--- config.mk ---
export PLATFORM = sky130hd
export DESIGN_NAME = first_nios2_system_wait_timer
export DESIGN_NICKNAME = d
export VERILOG_FILES = /design/src/rtl/first_nios2_system_sysid_pkg.sv /design/src/rtl/first_nios2_system_wait_timer.sv
export SDC_FILE = /design/constraint.sdc
export NUM_CORES = 1
export LEC_CHECK = 0
export ABC_AREA = 1
export CAP_MARGIN = 5
export CORE_UTILIZATION = 35
export DETAILED_ROUTE_END_ITERATION = 8
export DONT_BUFFER_PORTS = 1
export MAX_ROUTING_LAYER = met4
export PLACE_DENSITY_LB_ADDON = 0.25
export SYNTH_ARGS = -nofsm -noshare
export SYNTH_HDL_FRONTEND = slang
export SYNTH_SLANG_ARGS = --single-unit
--- constraint.sdc ---
create_clock -name clock -period 3.6 [get_ports clock]
set_clock_uncertainty 0.05 [all_clocks]
set_input_delay 0.72 -clock clock [delete_from_list [all_inputs] [get_ports clock]]
set_output_delay 0.72 -clock clock [all_outputs]
set_load 0.1 [all_outputs]
--- src/rtl/first_nios2_system_sysid_pkg.sv ---
// Shared definitions for the sysid checker and the sysid control slave:
// FSM states, word offsets and default expected contents.
package first_nios2_system_sysid_pkg;

    typedef enum logic [1:0] {
        IDLE  = 2'd0,
        RD_ID = 2'd1,
        RD_TS = 2'd2,
        DONE  = 2'd3
    } sysid_state_e;

    localparam logic        SYSID_ID_WORD              = 1'b0;
    localparam logic        SYSID_TS_WORD              = 1'b1;
    localparam logic [31:0] DEFAULT_EXPECTED_ID        = 32'd0;
    localparam logic [31:0] DEFAULT_EXPECTED_TIMESTAMP = 32'd1453660413;
    localparam int unsigned DEFAULT_TIMEOUT_CYCLES     = 255;
    localparam int          WAIT_CNT_WIDTH             = 16;

    function automatic logic is_read_state(input sysid_state_e s);
        return (s == RD_ID) || (s == RD_TS);
    endfunction

endpackage

--- src/rtl/first_nios2_system_wait_timer.sv ---
// Stall counter for one Avalon read: cleared on entry to a read state,
// counts waitrequest-high cycles and flags when the limit is reached.
module first_nios2_system_wait_timer
    import first_nios2_system_sysid_pkg::*;
(
    input  logic                      clock,
    input  logic                      reset_n,
    input  logic                      clear_i,
    input  logic                      en_i,
    input  logic [WAIT_CNT_WIDTH-1:0] limit_i,
    output logic                      expired_o
);

    logic [WAIT_CNT_WIDTH-1:0] count_q, count_d;

    // Holding at the limit keeps the count from wrapping if the owner lingers.
    always_comb begin
        count_d = count_q;
        if (clear_i) begin
            count_d = '0;
        end else if (en_i && (count_q != limit_i)) begin
            count_d = count_q + 1'b1;
        end
    end

    always_ff @(posedge clock) begin
        if (!reset_n) begin
            count_q <= '0;
        end else begin
            count_q <= count_d;
        end
    end

    assign expired_o = (count_q == limit_i);

endmodule

; ---- After elaboration in Yosys (flattened, before gate mapping)
; Cells that the tools add are included.
[totals]
output_inout_bits = 1
in_bits = 20
elab_cells = 7
reg_bits = 16
[classes]
bitwise = 1
addsub = 1
eq_ne = 2
reduce_logical = 2
[ops]
columns = cell, count
row1 = adder 16 x 1 -> 16 bit (second input constant), 1
row2 = == test 16 bit, 1
row3 = inequality test 16 bit, 1
row4 = OR reduction 2 bit, 1
row5 = logical AND 1 bit, 1
row6 = NOT 1 bit, 1

; ---- Logic depth before layout (Yosys ltp)
; Gate-level depths: netlist of the first run.
[depth]
word_depth = 2
ltp_mapped = 11
mapped_depth_nobuf = 10

; ---- Worst setup path after synthesis of the first run
; Ideal clock, no wire load.
[synth_path]
kind = input -> output
startpoint = input port limit_i[10]
endpoint = output port expired_o
path_buffers = 1
path_slack_ps = 882
arrival_time_ps = 1948
t_required_ps = 2830
path_stages = 9
path_cell_list = inv_1 > nand2_1 > nand2_1 > nor2_1 > nand2_1 > nor2_1 > nand2_2 > buf_4 > inv_1
[synth_via]
elab_chain_cells = 1
[synth_rtl]
columns = item, line_no
row1 = start: declaration, first_nios2_system_wait_timer.sv:10  ; input logic [WAIT_CNT_WIDTH-1:0] limit_i,
row2 = == test 16 bit, first_nios2_system_wait_timer.sv:34  ; assign expired_o = (count_q == limit_i);
row3 = end: declaration, first_nios2_system_wait_timer.sv:11  ; output logic expired_o
; Every way passes these cells.

; ---- Worst setup path in the final report of the first run
[layout_path]
startpoint = register count_q[10]
endpoint = output port expired_o
[layout_via]
elab_chain_cells = 1
[layout_rtl]
columns = item, line_no
row1 = start: declaration, first_nios2_system_wait_timer.sv:14  ; logic [WAIT_CNT_WIDTH-1:0] count_q, count_d;
row2 = start signal: assignment, first_nios2_system_wait_timer.sv:30  ; count_q <= count_d;
row3 = == test 16 bit, first_nios2_system_wait_timer.sv:34
; Every way passes these cells.

==> results of run 1 <==
==> final cells by class <==
| cell class | instances | area share |
|---|---|---|
| multi-input cells | 161 | 0.5579 |
| flip-flops and latches | 16 | 0.2532 |
| inverters | 39 | 0.1157 |
| repair buffers | 2 | 0.01187 |
| clock buffers | 3 | 0.01780 |
| well taps | 44 | 0.04352 |
==> stage by stage <==
stage / utilization / power, mW / hold slack, ns
global placement: 0.3909 / 0.2094 / 0.4559
detailed placement: 0.3909 / 0.2097 / 0.4620
floorplan: - / 0.2073 / 0.4238
CTS: 0.3980 / 0.3067 / 0.4815
finish: 0.3980 / 0.3012 / 0.4858
global route: 0.3980 / 0.3226 / 0.5001
==> power by group through the flow <==
stage | clock network, mW | registers, mW | logic, mW
floorplan | 0 | 0.183 | 0.0242
CTS | 0.101 | 0.179 | 0.0263
global route | 0.112 | 0.180 | 0.0309
detailed placement | 0 | 0.184 | 0.0262
global placement | 0 | 0.184 | 0.0259
finish | 0.0961 | 0.179 | 0.0257
==> worst max-delay path, stage by stage (launching register included) <==
cell and delay, ns:
dfxtp_1 0.43, inv_1 0.06, nand2_1 0.05, nand2_1 0.04
nor2_1 0.10, nand2_1 0.07, nor2_1 0.18, nand2_2 0.06
buf_4 0.23, inv_1 0.08, buf_4 0.28
==> routing by layer <==
metal | vias up | track usage
met4 | 0 | 0.07792
met2 | 25 | 0.2119
li1 | 664 | -
met1 | 496 | 0.1959
met5 | - | -
met3 | 2 | 0.02559
==> worst min-delay path by stage <==
stage           startpoint           to  slack (ns)  depth (start not counted)
6_report       count_q[12]  count_q[12]        0.49                          2
5_1_grt        count_q[12]  count_q[12]        0.50                          2
4_1_cts        count_q[12]  count_q[12]        0.48                          2
3_5_place_dp   count_q[12]  count_q[12]        0.46                          2
3_3_place_gp   count_q[12]  count_q[12]        0.46                          2
2_1_floorplan  count_q[12]  count_q[12]        0.42                          2
==> logic make-up (layout without fill, tap and decap cells) <==
kind of cell | count (synthesis) | count (layout) | synth area share
buffers and inverters | 44 | 44 | 0.1529
AOI/OAI and AO/OA | 16 | 16 | 0.06612
and+or+nand+nor | 144 | 144 | 0.5062
DFF | 16 | 16 | 0.2645
adders and majority gates | 1 | 1 | 0.01033
==> Yosys cell counts <==
cell	n	area, um^2
a21oi_1	16	80.08
buf_2	1	5.000
buf_4	1	7.510
buf_6	2	22.52
clkbuf_1	1	3.750
dfxtp_1	16	320.3
ha_1	1	12.51
inv_1	38	142.6
inv_2	1	3.750
nand2_1	72	270.3
nand2_2	1	6.260
nand3_1	12	60.06
nand3_2	7	70.07
nand4_1	1	6.260
nor2_1	46	172.7
nor2_2	2	12.51
nor3_1	3	15.01
==> metrics.yaml, run 1 <==
synth:
  yosysUniqueCellTypes: 17
  syn_area_per_cell_um2: 5.480
  ys_warn_count: 0
  synth_seq_area_share: 0.2645
  netlist_area_um2: 1211
  ys_ff_latch: 16
  synth_nets: 242
  synthCells: 221
worst_setup_path:
  crit_start: "count_q[10]"
  r2r_start: "count_q[10]"
  r2r_slack_ns: 1.98
  cp-end-kind: "primary output"
  rr_worst_depth: 11
  crit_arrival_ns: 1.90
  cp_max_fo: 33
  setup.worst_path.start_class: "flop"
  crit_type: "flop to primary output"
  reg2reg_to: "count_q[12]"
  crit_end: "expired_o"
  critPathRequiredTime_ns: 2.83
timing:
  min_period_over_period: 0.7405
  rsz0062_at_grt: "false"
  setup_viol: 0
  fin_setup_tns_ns: 0
  worst_slew_pin_slew_ns: 1.017
  drv_slew: 0
  fin_ws_ns: 0.9341
  min_period_ns: 2.666
  relSlewSlack: 0.3196
  hold_viol: 0
  fmax_ghz: 0.3751
power_and_ir_drop:
  leakage_nw: 0.5819
  max-vdd-ir-drop_mv: 0.09162
  switching_power_uw: 73.27
  power_frac_comb: 0.085
  seq_power_share: 0.596
  pwr-share-clk: 0.319
  p_int_uw: 227.9
  swShare: 0.2433
  power_density_nw_per_um2: 238.1
route:
  via_count: 1187
  drt-total-wl_um: 2246
  wl_met2_um: 902
  drt_pass1_iterations: 5
  final_antenna_net_count: 0
  wl_met3_um: 121
  drc: 0
  wl_met1_um: 1189
  drtIter0Drc: 48
  top_layer_used: "met4"
  wire_per_inst_um: 8.475
  viasPerCell: 4.479
layout:
  nNetsFinal: 244
  design_area_um2: 1265
  final_cell_mix: "nand2_1 (72), nor2_1 (46), inv_1 (38)"
  multi_input_area_um2: 705.7
  diodes: 0
  drive_gt1_frac: 0.07240
  regMostFlops: "count_q"
  final.fill_count: 391
  area_delta_synth_final_pct: 4.442
  reg_top3: "count_q: 16 flops"
  largest_reg_flops: 16
  final_common_cell: "nand2_1"
  stdcell_count: 265
  seq_area_um2: 320.3
floorplan:
  coreArea_um2: 3178
  std_cell_rows: 20
  start_util: 0.3811
  die_w_um: 60.83
  die_h_um: 60.83
  boundaryPins: 21
  die-area_um2: 3700
clocking:
  path_clk_slew_ns: 0.09
  root_buffer: "clkbuf_4"
  hold_buffers: 0
  cts_tree: "done"
  max-clock-path-buffers: 2
  clock_sinks: 16
  htreeDepth: 1
  cts_resized: 0
  numCtsBuffers: 3
  clk_latency_ns: 0.28
  cts_setup_buffers: 0
min_path:
  hold_path_class: "flop to flop"
global_route:
  grt_pass1_wl_um: 3933
  grt_usage: 0.1476
  grt_max_degree: 34
  antenna_found_initial: 0
  grt_pass1_vias: 961
  grt-ovfl-total: 0
placement:
  placed_cell_area_um2: 1242
  dp.cells: 262
  pre_cts_ws_ns: 0.9494
  gp_congestion: 0.8054
  io_buffer_count: 0
  hpwl_um: 1718
run_status:
  outcome: "complete, no violations"
job:
  maxCapViolations: 0
Note: power is estimated with default switching activity, not from simulation.
==> run 2, diff against run 1 <==
==> constraint.sdc (replaced) <==
create_clock -name clock -period 2.45 [get_ports clock]
set_clock_uncertainty 0.05 [all_clocks]
set_input_delay 0.49 -clock clock [delete_from_list [all_inputs] [get_ports clock]]
set_output_delay 0.49 -clock clock [all_outputs]
set_load 0.1 [all_outputs]
==> run 2 against run 1 <==
Sequential share of layout area decreased by 0.66 points. Setup slack got worse by 0.58 ns. Largest cell class unchanged. Total power is 61% higher. Sequential power grew 47%. Via count shrank 2.0%. First-iteration DRC count shrank 25%. Non-clock buffer count increased by 1. Die area unchanged. Highest routed layer unchanged. Clock-buffer cell count up 1. Worst hold slack got worse by 0.19 ns. Largest power group unchanged. Final area is 2.7% higher. Register-to-register slack lost 1.2 ns.
==> metrics.yaml, run 2 (synthesis results as in run 1) <==
clocking:
  max-clock-path-buffers: 2
  numCtsBuffers: 3
  root_buffer: "clkbuf_4"
  htreeDepth: 1
  clock_sinks: 16
  cts_tree: "done"
  cts_setup_buffers: 0
  clk_latency_ns: 0.30
  cts_resized: 0
  path_clk_slew_ns: 0.11
  hold_buffers: 0
worst_setup_path:
  cp-end-kind: "primary output"
  crit_end: "expired_o"
  crit_arrival_ns: 1.55
  setup.worst_path.start_class: "flop"
  rr_worst_depth: 10
  cp_max_fo: 6
  r2r_start: "count_q[5]"
  critical-path-max-stage-delay_ns: 0.45
  worst-path-stages: 9
  r2r_slack_ns: 0.83
  critPathRequiredTime_ns: 1.91
  crit_top_cell: "nand2_1"
  crit_chain: "inv_1 > nand2_1 > nand2_1 > nor2_1 > nand2_1 > nor2_1 > nand2_2 > inv_1 > buf_12"
  critPathBufInv: 3
  critPathTopFamily: "simple AND/OR/NAND/NOR gates"
  crit_path_top_delay_cell: "dfxtp_1"
  crit_type: "flop to primary output"
  reg2reg_to: "count_q[6]"
  crit_start: "count_q[5]"
layout:
  nNetsFinal: 245
  design_area_um2: 1299
  reg_top3: "count_q: 16 flops"
  area_delta_synth_final_pct: 7.232
  final_common_cell: "nand2_1"
  diodes: 0
  final.fill_count: 380
  largest_reg_flops: 16
  regMostFlops: "count_q"
  final_cell_mix: "nand2_1 (72), nor2_1 (46), inv_1 (38)"
  drive_gt1_frac: 0.08072
floorplan:
  coreArea_um2: 3178
  boundaryPins: 21
  die-area_um2: 3700
  die_h_um: 60.83
  start_util: 0.3811
  std_cell_rows: 20
  die_w_um: 60.83
route:
  final_antenna_net_count: 0
  via_count: 1163
  viasPerCell: 4.356
  drt_pass1_iterations: 4
  wl_met3_um: 91
  top_layer_used: "met4"
  drt-total-wl_um: 2324
  wl_met2_um: 903
  wl_met1_um: 1279
  wire_per_inst_um: 8.704
  drtIter0Drc: 36
  drc: 0
job:
  maxCapViolations: 0
placement:
  gp_congestion: 0.8227
  hpwl_um: 1754
  io_buffer_count: 0
  placed_cell_area_um2: 1262
global_route:
  grt-ovfl-total: 0
  grt_usage: 0.1482
  grt_pass1_vias: 949
  grt_max_degree: 33
  antenna_found_initial: 0
  grt_pass1_wl_um: 3974
timing:
  min_period_ns: 2.093
  relSlewSlack: 0.7752
  rsz0062_at_grt: "false"
  min_period_over_period: 0.8541
  fmax_ghz: 0.4779
  worst_slew_pin_slew_ns: 0.3372
  fin_setup_tns_ns: 0
  hold_viol: 0
  setup_viol: 0
  drv_slew: 0
min_path:
  hold_path_class: "primary input to flop"
power_and_ir_drop:
  leakage_nw: 0.5969
  max-vdd-ir-drop_mv: 0.1432
  power_density_nw_per_um2: 373.4
run_status:
  outcome: "complete, no violations"
run 2: cell count changes in the layout (fill, tap and decap cells not counted):
cell      delta
clkbuf_8     +1
buf_12       +1
run 2: power breakdown:
| part | total [mW] | internal [mW] | switching, mW |
|---|---|---|---|
| Combinational | 0.0388 | 0.0173 | 0.0215 |
| Clock | 0.182 | 0.0906 | 0.0918 |
| Sequential | 0.264 | 0.261 | 0.00224 |
| Total | 0.485 | 0.369 | 0.116 |
run 2: stage by stage:
stage               setup WS [ns]  std cells  total power, mW  hold slack (ns)    util
finish                     0.3574        267           0.4849           0.3005  0.4087
global route               0.1895        267           0.5051           0.2982  0.4087
CTS                        0.3258        267           0.4880           0.3007  0.4087
detailed placement         0.6436        263           0.3091           0.4465  0.3972
global placement           0.6354        263           0.3086           0.4523  0.3972
floorplan                  0.1917        221           0.3046           0.4238       -
run 2: area by class of cell:
class | count | area (um^2) | share of cell area
clock buffers | 4 | 36.28 | 0.02794
multi-input cells | 161 | 705.7 | 0.5434
repair buffers | 3 | 35.03 | 0.02697
inverters | 39 | 146.4 | 0.1127
well taps | 44 | 55.05 | 0.04239
flip-flops and latches | 16 | 320.3 | 0.2466
run 2: worst reg2reg max path, cell delays in order (launching register included):
cell and delay, ns:
dfxtp_1 0.45, inv_1 0.06, nand2_1 0.06, nand2_1 0.05, nor2_1 0.10, nand2_1 0.07, nor2_1 0.14, nand2_2 0.08
buf_4 0.24, a21oi_1 0.18, nor2_1 0.06
run 2: worst min path at each step:
stage / depth (start not counted) / end / start
after global routing: 2 / count_q[0] / en_i
after floorplan: 2 / count_q[12] / count_q[12]
after CTS: 2 / count_q[0] / en_i
after detailed placement: 2 / count_q[12] / count_q[12]
after global placement: 2 / count_q[12] / count_q[12]
final: 2 / count_q[0] / en_i
run 2: per-layer routing:
metal  up-vias  GRT usage
li1        672          -
met1       465     0.2047
met2        21     0.2119
met3         5    0.01493
met4         0    0.07792
met5         -          -
